## config.mk

```make
export PLATFORM = sky130hd
export DESIGN_NAME = bus_router
export DESIGN_NICKNAME = d
export VERILOG_FILES = /design/src/rtl/bus_pkg.sv /design/src/rtl/bus_addr_decode.sv /design/src/rtl/bus_router.sv
export SDC_FILE = /design/constraint.sdc
export NUM_CORES = 1
export LEC_CHECK = 0
export CAP_MARGIN = 20
export CORE_AREA = 3 3 201 203
export DETAILED_ROUTE_END_ITERATION = 6
export DIE_AREA = 0 0 204 206
export PLACE_DENSITY = 0.48
export SYNTH_ARGS = -nofsm -noshare
export SYNTH_HDL_FRONTEND = slang
export SYNTH_SLANG_ARGS = --single-unit
```

## constraint.sdc

```tcl
create_clock -name clk -period 2.55 [get_ports clk]
set_input_delay 0.765 -clock clk [delete_from_list [all_inputs] [get_ports clk]]
set_output_delay 0.765 -clock clk [all_outputs]
set_load 0.02 [all_outputs]
```

## src/rtl/bus_pkg.sv

```systemverilog
// Shared definitions for the bus router: FSM state encoding and the
// default memory map (RAM, UART, TIMER and an auxiliary peripheral window).
package bus_pkg;

    typedef enum logic [1:0] {
        IDLE   = 2'd0,
        ACCESS = 2'd1,
        RESP   = 2'd2
    } state_t;

    localparam logic [31:0] RAM_BASE   = 32'h0000_0000;
    localparam logic [31:0] RAM_MASK   = 32'hC000_0000;
    localparam logic [31:0] UART_BASE  = 32'h4000_0000;
    localparam logic [31:0] UART_MASK  = 32'hFFFF_C000;
    localparam logic [31:0] TIMER_BASE = 32'h4000_4000;
    localparam logic [31:0] TIMER_MASK = 32'hFFFF_C000;
    localparam logic [31:0] AUX_BASE   = 32'h4000_8000;
    localparam logic [31:0] AUX_MASK   = 32'hFFFF_C000;

endpackage

```

## src/rtl/bus_addr_decode.sv

```systemverilog
// Combinational address decoder: compares the address against each
// base/mask window and returns a one-hot hit vector (lowest index wins
// when windows overlap) plus a miss flag when no window matches.
module bus_addr_decode #(
    parameter int NUM_SLAVES = 4
) (
    input  logic [31:0]              addr,
    input  logic [32*NUM_SLAVES-1:0] base,
    input  logic [32*NUM_SLAVES-1:0] mask,
    output logic [NUM_SLAVES-1:0]    hit,
    output logic                     miss
);

    logic found;

    // Scan windows from index 0 upward; the first match claims the access.
    always_comb begin
        hit   = '0;
        found = 1'b0;
        for (int i = 0; i < NUM_SLAVES; i++) begin
            if (!found && ((addr & mask[32*i +: 32]) == base[32*i +: 32])) begin
                hit[i] = 1'b1;
                found  = 1'b1;
            end
        end
        miss = ~found;
    end

endmodule

```

## src/rtl/bus_router.sv

```systemverilog
// Registered single-master bus router. Each request is latched, routed to
// exactly one slave, and answered with a one-cycle m_ready pulse carrying
// read data and an error flag. Unmapped addresses answer with m_err.
// Optional feature macro: BUS_ROUTER_TIMEOUT_EN builds a slave-wait timer
// that ends a stalled access with m_err after TIMEOUT_CYC waiting cycles.
module bus_router
    import bus_pkg::*;
#(
    parameter int NUM_SLAVES = 4,
    parameter logic [32*NUM_SLAVES-1:0] SLV_BASE = {AUX_BASE, TIMER_BASE, UART_BASE, RAM_BASE},
    parameter logic [32*NUM_SLAVES-1:0] SLV_MASK = {AUX_MASK, TIMER_MASK, UART_MASK, RAM_MASK},
    parameter int TIMEOUT_CYC = 255
) (
    input  logic                     clk,
    input  logic                     rst_n,
    input  logic [31:0]              m_addr,
    input  logic [31:0]              m_wdata,
    input  logic [3:0]               m_wstrb,
    input  logic                     m_write,
    input  logic                     m_enable,
    output logic [31:0]              m_rdata,
    output logic                     m_ready,
    output logic                     m_err,
    output logic [32*NUM_SLAVES-1:0] s_addr,
    output logic [32*NUM_SLAVES-1:0] s_wdata,
    output logic [4*NUM_SLAVES-1:0]  s_wstrb,
    output logic [NUM_SLAVES-1:0]    s_write,
    output logic [NUM_SLAVES-1:0]    s_enable,
    input  logic [32*NUM_SLAVES-1:0] s_rdata,
    input  logic [NUM_SLAVES-1:0]    s_ready
);

    state_t                 state_q, state_d;
    logic [NUM_SLAVES-1:0]  sel_q, sel_d;
    logic [31:0]            addr_q, addr_d;
    logic [31:0]            wdata_q, wdata_d;
    logic [3:0]             wstrb_q, wstrb_d;
    logic [NUM_SLAVES-1:0]  s_enable_q, s_enable_d;
    logic [NUM_SLAVES-1:0]  s_write_q, s_write_d;
    logic [31:0]            m_rdata_q, m_rdata_d;
    logic                   m_ready_q, m_ready_d;
    logic                   m_err_q, m_err_d;

    logic [NUM_SLAVES-1:0]  hit;
    logic                   miss;
    logic [31:0]            sel_rdata;
    logic                   sel_ready;

`ifdef BUS_ROUTER_TIMEOUT_EN
    localparam int TIMER_W = $clog2(TIMEOUT_CYC + 1);
    logic [TIMER_W-1:0]     timer_q, timer_d;
`endif

    bus_addr_decode #(
        .NUM_SLAVES (NUM_SLAVES)
    ) u_decode (
        .addr (m_addr),
        .base (SLV_BASE),
        .mask (SLV_MASK),
        .hit  (hit),
        .miss (miss)
    );

    // Latched request is broadcast to every slave; only enables are per-slave.
    assign s_addr   = {NUM_SLAVES{addr_q}};
    assign s_wdata  = {NUM_SLAVES{wdata_q}};
    assign s_wstrb  = {NUM_SLAVES{wstrb_q}};
    assign s_write  = s_write_q;
    assign s_enable = s_enable_q;
    assign m_rdata  = m_rdata_q;
    assign m_ready  = m_ready_q;
    assign m_err    = m_err_q;

    // One-hot select picks the active slave's data and ready; others are ignored.
    always_comb begin
        sel_rdata = '0;
        sel_ready = 1'b0;
        for (int i = 0; i < NUM_SLAVES; i++) begin
            if (sel_q[i]) begin
                sel_rdata = sel_rdata | s_rdata[32*i +: 32];
                sel_ready = sel_ready | s_ready[i];
            end
        end
    end

    // Next-state logic for the IDLE -> ACCESS -> RESP transfer sequence.
    always_comb begin
        state_d    = state_q;
        sel_d      = sel_q;
        addr_d     = addr_q;
        wdata_d    = wdata_q;
        wstrb_d    = wstrb_q;
        s_enable_d = s_enable_q;
        s_write_d  = s_write_q;
        m_rdata_d  = m_rdata_q;
        m_err_d    = m_err_q;
        m_ready_d  = 1'b0;
`ifdef BUS_ROUTER_TIMEOUT_EN
        timer_d    = timer_q;
`endif
        case (state_q)
            IDLE: begin
                if (m_enable) begin
                    if (!miss) begin
                        addr_d     = m_addr;
                        wdata_d    = m_wdata;
                        wstrb_d    = m_wstrb;
                        sel_d      = hit;
                        s_enable_d = hit;
                        s_write_d  = hit & {NUM_SLAVES{m_write}};
`ifdef BUS_ROUTER_TIMEOUT_EN
                        timer_d    = '0;
`endif
                        state_d    = ACCESS;
                    end else begin
                        m_err_d   = 1'b1;
                        m_rdata_d = '0;
                        m_ready_d = 1'b1;
                        state_d   = RESP;
                    end
                end
            end
            ACCESS: begin
                // Ready is checked first so it wins over a coincident timeout.
                if (sel_ready) begin
                    m_rdata_d  = sel_rdata;
                    m_err_d    = 1'b0;
                    m_ready_d  = 1'b1;
                    s_enable_d = '0;
                    s_write_d  = '0;
                    state_d    = RESP;
`ifdef BUS_ROUTER_TIMEOUT_EN
                end else if (timer_q == TIMER_W'(TIMEOUT_CYC)) begin
                    m_rdata_d  = '0;
                    m_err_d    = 1'b1;
                    m_ready_d  = 1'b1;
                    s_enable_d = '0;
                    s_write_d  = '0;
                    state_d    = RESP;
                end else begin
                    timer_d = timer_q + TIMER_W'(1);
`endif
                end
            end
            RESP: begin
                state_d = IDLE;
            end
            default: begin
                state_d = IDLE;
            end
        endcase
    end

    // State and output registers; reset aborts any transfer in flight.
    always_ff @(posedge clk or negedge rst_n) begin
        if (!rst_n) begin
            state_q    <= IDLE;
            sel_q      <= '0;
            addr_q     <= '0;
            wdata_q    <= '0;
            wstrb_q    <= '0;
            s_enable_q <= '0;
            s_write_q  <= '0;
            m_rdata_q  <= '0;
            m_ready_q  <= 1'b0;
            m_err_q    <= 1'b0;
`ifdef BUS_ROUTER_TIMEOUT_EN
            timer_q    <= '0;
`endif
        end else begin
            state_q    <= state_d;
            sel_q      <= sel_d;
            addr_q     <= addr_d;
            wdata_q    <= wdata_d;
            wstrb_q    <= wstrb_d;
            s_enable_q <= s_enable_d;
            s_write_q  <= s_write_d;
            m_rdata_q  <= m_rdata_d;
            m_ready_q  <= m_ready_d;
            m_err_q    <= m_err_d;
`ifdef BUS_ROUTER_TIMEOUT_EN
            timer_q    <= timer_d;
`endif
        end
    end

endmodule

```

==> results of run 1 <==
sequential cells by signal (all words and copies together), names as in the netlist:
signal / flops
addr_q: 32
m_rdata: 32
wstrb_q: 4
s_write: 4
s_enable: 4
wdata_q: 32
sel_q: 4
m_ready: 1
m_err: 1
state_q: 2
power by group:
part | switching, mW | leakage, nW | internal, mW
registers | 0 | 1.62 | 1.84
clock network | 0.984 | 0.294 | 1.56
logic | 0.101 | 2.87 | 0.290
layout make-up:
cell class	count	area, um^2
Multi-Input combinational cell	250	2030
Inverter	1	3.75
Clock buffer	17	425
Timing Repair Buffer	558	5680
Fill cell	3963	26800
Clock inverter	15	194
Sequential cell	116	2900
Tap cell	518	648
path summary, 6_finish.rpt:
kind | start | to | slack (ps) | cells past startpoint
min in group clk | m_err$_DFFE_PN0P_ | m_err$_DFFE_PN0P_ | 480 | 2
worst max-delay path | m_addr[22] | wdata_q[27]$_DFFE_PN0P_ | 40 | 9
worst max register to register | sel_q[2]$_DFFE_PN0P_ | s_write[0]$_DFFE_PN0P_ | 710 | 5
max in group asynchronous | rst_n | m_rdata[15]$_DFFE_PN0P_ | 1710 | 2
worst min register to register | m_err$_DFFE_PN0P_ | m_err$_DFFE_PN0P_ | 480 | 2
worst min-delay path | rst_n | wdata_q[22]$_DFFE_PN0P_ | 220 | 1
per-layer routing:
layer	wire length (um)	vias up	part of all wire [%]
met5	0	-	0
li1	-	2640	-
met4	325	0	1.3
met1	9740	2731	39
met2	13000	287	52
met3	2140	15	8.5
logic make-up (layout without fill, tap and decap cells):
| family | after synthesis | count (layout) | share of synthesized area [%] |
|---|---|---|---|
| buf+inv | 238 | 591 | 25.7 |
| compound gates | 119 | 119 | 14.4 |
| flops | 116 | 116 | 44.0 |
| mux | 66 | 66 | 11.3 |
| simple gates | 65 | 65 | 4.55 |
worst max-delay path: stages:
cell and delay [ps]:
clkdlybuf4s50_1 450, nor4_2 270, buf_4 150, and4_4 240, nand2_4 60, a21oi_4 170, buf_12 180, clkbuf_16 170
mux2_2 330
placed cells by master (no fill, tap or decap), types with 4 or more instances in the layout:
cell,Yosys,layout
a221oi_1,32,32
a21o_1,5,4
a22o_1,34,34
nand2_1,42,42
buf_4,204,27
dfrtp_1,116,116
nor2_1,5,5
mux2_2,66,65
clkbuf_16,0,21
o22ai_1,32,32
clkdlybuf4s50_1,0,514
inv_6,0,6
buf_12,0,6
stage by stage:
| step | setup WS, ps | cell area [um^2] |
|---|---|---|
| 3_5_place_dp | -506 | 11000 |
| 2_1_floorplan | 175 | 6590 |
| 3_3_place_gp | -512 | 11000 |
| 5_1_grt | -2.69 | 11900 |
| 6_report | 43.4 | 11900 |
| 4_1_cts | 15.2 | 11700 |
timing repair:
item                       4_1_cts  5_1_grt
hold endpoints to repair         0        0
pin swaps                        1        4
cloned                           1        6
setup buffers                    1        3
resized for setup                2        9
setup endpoints to repair       49       52
Yosys cell counts (2+ instances only):
cell         n
buf_4      204
dfrtp_1    116
mux2_2      66
nand2_1     42
a22o_1      34
a221oi_1    32
o22ai_1     32
clkbuf_1    24
a21o_1       5
buf_6        5
nor2_1       5
a22oi_1      3
buf_1        3
nor4_1       3
o2bb2ai_1    3
a32o_1       2
and2_1       2
nand3_1      2
nor4b_1      2
o21ai_0      2
==> impl_results.md, run 1 <==
* Status: finished, final reports clean
* Final non-filler cell total at between 1000 and 1500
* RePlAce Congestion at 0.685
* Syn_nets at between 800 and 900
* GR Util All Layers at approximately 11%
* Largest net degree at the start of global routing at 68
* Worst clock skew at approximately 7.4 ps
* Clock Sinks at between 100 and 150
* Final Max Slew Viols at 0
* Max-cap violations at 0
* Largest cells by area after synthesis: dfrtp_1, buf_4, mux2_2, a22o_1, a221oi_1
* Avg Cell Area, Syn at ~11 um^2
* Final ANT Viol Nets at 0
* Top_reg_cell synth: dfrtp_1
* First-pass detailed-route iteration total at 4
* Layout area overhead at 80.2%
* Hpwl dp at about 19000 um
* DRT Wirelength at between 20000 and 30000 um
* CTS Buffer Depth at 2
* Sequential area share after synthesis at ~44%
* Synth area leader: dfrtp_1
* Vias in the first global route at 5702
* GRT Max-Usage Layer: met2
* First-pass GRT wire length at around 35000 um
* Leakage at about 4.8 nW
* Via density at between 3 and 4
* PD cells at roughly 400 mW/mm^2
* Row cnt at 72
* Critical path startpoint category: input port
* Mapped Cells at ~600
* Final core utilization at a little under a third
* GR Util met2 at between 10% and 20%
* CP required at about 2900 ps
* Arrival time worst endpoint at between 2000 and 3000 ps
* Period utilization at between 90 and 100%
* Fin nets at 1148
* Chip Height at approximately 210 um
* Final Hold Fails at 0
* Die X at 204 um
* Ys Warns at 0
* Critical path type: in2reg
* Worst Max-Slew Pin Slew at between 400 and 500 ps
* Post-synth EDFFs at 0
* Reg clk slew, reported paths at approximately 60 ps
* Mapped Area at about 0.0066 mm^2
* VDD IR max at 426 uV
* Grt ovf at 0
* Synthesized flop and latch total at 116
* Synth top area share at approximately 44%
* CP max FO at 8
* Slew HR at between 70% and 80%
* Initial Util at approximately 17%
* GR met3 Demand/Resource at about 4.6%
* IO buf count at 517
* Antenna violations before repair at 0
* Final Setup Violations at 0
* Tightest Hold Check Type: in2async
* Fraction of layout cells with a size suffix above 1 at 16.0%
* Period minus WS final at around 2500 ps
* Asr flop ratio synth at 100%
* DRC viols at 0
* Clk_lat worst skew at around 430 ps
* Endpoint class of the critical path: register
* Ant. Diodes at 0
* Root buffer cell: clkbuf_16
* Initial DRC Count at 149
* Hold_ws at roughly 220 ps
* CTS tree: done
* Placeable Area at about 0.039 mm^2
* Met1 usage at 12.4%
* Die footprint at roughly 0.042 mm^2
* PnR Total Power at about 4.8 mW
* Avg WL per Cell at about 17 um
* Num CTS Buffers at 17
* Routed vias at approximately 5700
* Fmax at 399 MHz
* Yosys cell types at 37
* Htree depth at 4
* Sum Neg Setup Slack at 0 ps
* Placed cells at 1433
* Hold Buf Count CTS at 0
* Ports at roughly 520
No activity file was read; power rests on OpenSTA's default activity.
==> inputs of run 2 (changes only) <==
--- a/config.mk
+++ b/config.mk
@@ -11,2 +11,3 @@
 export DIE_AREA = 0 0 204 206
+export HOLD_SLACK_MARGIN = 0.02
 export PLACE_DENSITY = 0.48
--- a/constraint.sdc
+++ b/constraint.sdc
@@ -3,2 +3,2 @@
 set_output_delay 0.765 -clock clk [all_outputs]
-set_load 0.02 [all_outputs]
+set_load 0.05 [all_outputs]
==> run 2 against run 1 <==
Net effect: clock skew is essentially flat; register-to-register slack about the same; design area up 0.19%; via count about the same; clock power increased by 5%; non-clock buffer count shrank 4; first-iteration DRC count is 1.3% lower; sequential power about the same; count of clock-buffer cells in the layout unchanged; fmax up 0.59%; total power up 3.0%; critical path type is now reg2out; largest cell class unchanged.
==> impl_results.md, run 2 (synthesis results as in run 1) <==
* Die footprint at 0.0420 mm^2 (unchanged)
* VDD IR max at 422 uV (was 426 uV)
* Period utilization at 97.7% (was 98.3%)
* Hpwl dp at 19100 um (was 19200 um)
* Critical path type: reg2out (was in2reg)
* Fraction of layout cells with a size suffix above 1 at 15.9% (was 16.0%)
* CTS Buffer Depth at 2 (unchanged)
* Routed vias at 5675 (was 5673)
* Hold Buf Count CTS at 0 (unchanged)
* Vias in the first global route at 5713 (was 5702)
* PD cells at 414 mW/mm^2 (was 402 mW/mm^2)
* Final ANT Viol Nets at 0 (unchanged)
* Final core utilization at 30.8% (about the same)
* RePlAce Congestion at 0.687 (was 0.685)
* Worst R2R End: s_write[0]$_DFFE_PN0P_ (unchanged)
* Arrival time worst endpoint at 1730 ps (was 2810 ps)
* Met1 usage at 12.2% (was 12.4%)
* Reg2reg setup slack at 710 ps (about the same)
* Endpoint class of the critical path: primary output (was register)
* Hold_ws at 246 ps (was 217 ps)
* Root buffer cell: clkbuf_16 (unchanged)
* Fin nets at 1144 (was 1148)
* GR met3 Demand/Resource at 4.57% (was 4.60%)
* Avg WL per Cell at 17.2 um (was 17.1 um)
* Status: finished, final reports clean (unchanged)
* Final Max Slew Viols at 0 (unchanged)
* Period minus WS final at 2490 ps (was 2510 ps)
* Worst path max stage delay at 850 ps (was 450 ps)
* Clock Sinks at 116 (unchanged)
* PnR Total Power at 4.92 mW (was 4.78 mW)
* Critical path startpoint category: register (was input port)
* Final Hold Fails at 0 (unchanged)
* Tightest Hold Check Type: in2async (unchanged)
* IO buf count at 517 (unchanged)
* Pre-CTS WS at -493 ps (was -506 ps)
* Ant. Diodes at 0 (unchanged)
* Leakage at 5.21 nW (was 4.78 nW)
* First-pass GRT wire length at 35500 um (was 35400 um)
* Num CTS Buffers at 17 (unchanged)
* First-pass detailed-route iteration total at 4 (unchanged)
* CP max FO at 5 (was 8)
* Placed Area at 0.0110 mm^2 (about the same)
* DRT Wirelength at 25400 um (was 25200 um)
* Initial DRC Count at 147 (was 149)
* Placeable Area at 0.0386 mm^2 (unchanged)
* FF-to-FF path depth at 5 (unchanged)
* Grt ovf at 0 (unchanged)
* Max-cap violations at 0 (unchanged)
* Layout area overhead at 80.6% (was 80.2%)
* Ports at 518 (unchanged)
* Row cnt at 72 (unchanged)
* Slowest-stage cell, CP: clkdlybuf4s50_1 (unchanged)
* GR Util met2 at 20.0% (was 19.5%)
* Slew HR at 61.5% (was 72.4%)
* GRT Max-Usage Layer: met2 (unchanged)
* CP required at 1790 ps (was 2860 ps)
* Worst-path cell chain: clkdlybuf4s50_1 (was clkdlybuf4s50_1 > nor4_2 > buf_4 > and4_4 > nand2_4 > a21oi_4 > buf_12 > clkbuf_16 > mux2_2)
* DRC viols at 0 (unchanged)
* GR Util All Layers at 11.2% (was 11.1%)
* Via density at 3.86 (was 3.85)
* Antenna violations before repair at 0 (unchanged)
* Clk_lat worst skew at 420 ps (was 430 ps)
* Crit path max-delay family: buffers and inverters (unchanged)
* Most common cell after layout, fill and taps aside: clkdlybuf4s50_1 (unchanged)
* Setup ws final at 57.9 ps (was 43.4 ps)
* Most frequent cells in the layout: clkdlybuf4s50_1, dfrtp_1, mux2_2, nand2_1, a22o_1 (unchanged)
* Die X at 204 um (unchanged)
* Worst setup startpoint: wdata_q[28]$_DFFE_PN0P_ (was m_addr[22])
* Chip Height at 206 um (unchanged)
* CTS tree: done (unchanged)
* Initial Util at 17.1% (unchanged)
* Worst clock skew at 7.44 ps (was 7.35 ps)
* Worst Max-Slew Pin Slew at 576 ps (was 414 ps)
* Design Area, Final at 0.0119 mm^2 (about the same)
* Htree depth at 4 (unchanged)
* Worst r2r src: sel_q[2]$_DFFE_PN0P_ (unchanged)
* Worst path bufs/invs at 1 (was 4)
* Fill count at 3942 (was 3963)
* Largest net degree at the start of global routing at 68 (unchanged)
* Final Setup Violations at 0 (unchanged)
* Fmax at 401 MHz (was 399 MHz)
* Reg clk slew, reported paths at 60 ps (about the same)
## run 2: through the flow
stage	setup TNS [ps]	instances
after floorplan	0	604
after global placement	-34760	1432
after detailed placement	-32030	1432
after CTS	0	1466
after global routing	-17.2	1471
final	0	1471
## run 2: routing by layer
metal / wire, um / part of all wire, %
met1: 9510 / 38
met5: 0 / 0
met2: 13200 / 52
met3: 2220 / 8.7
met4: 390 / 1.5
## run 2: how the worst max path moves through the flow
| stage | depth (start not counted) | end | slack (ps) |
|---|---|---|---|
| 2_1_floorplan | 6 | addr_q[0]$_DFFE_PN0P_ | 180 |
| 3_3_place_gp | 8 | addr_q[5]$_DFFE_PN0P_ | -500 |
| 3_5_place_dp | 8 | addr_q[6]$_DFFE_PN0P_ | -490 |
| 4_1_cts | 1 | s_wdata[60] | 0.5 |
| 5_1_grt | 1 | s_wdata[60] | -9 |
| 6_report | 1 | s_wdata[124] | 60 |
## run 2: repair_timing
action                                  CTS  global route
resized for setup                         8            28
pin swaps                                 1             1
endpoints found under the setup margin   52            79
gates cloned                              1             5
buffers inserted                          1             0
## run 2: cell type report
type,instances,area [um^2],area share (%)
multi-input cells,250,2020,17.0
flip-flops and latches,116,2900,24.4
clock inverters,15,228,1.91
clock buffers,17,425,3.57
well taps,518,648,5.44
inverters,1,3.75,0.0315
repair buffers,554,5680,47.7
## run 2: power breakdown
part / switching (mW) / internal [mW] / leakage (nW)
clock network: 0.948 / 1.74 / 0.314
registers: 0 / 1.84 / 1.62
logic: 0.102 / 0.290 / 3.28
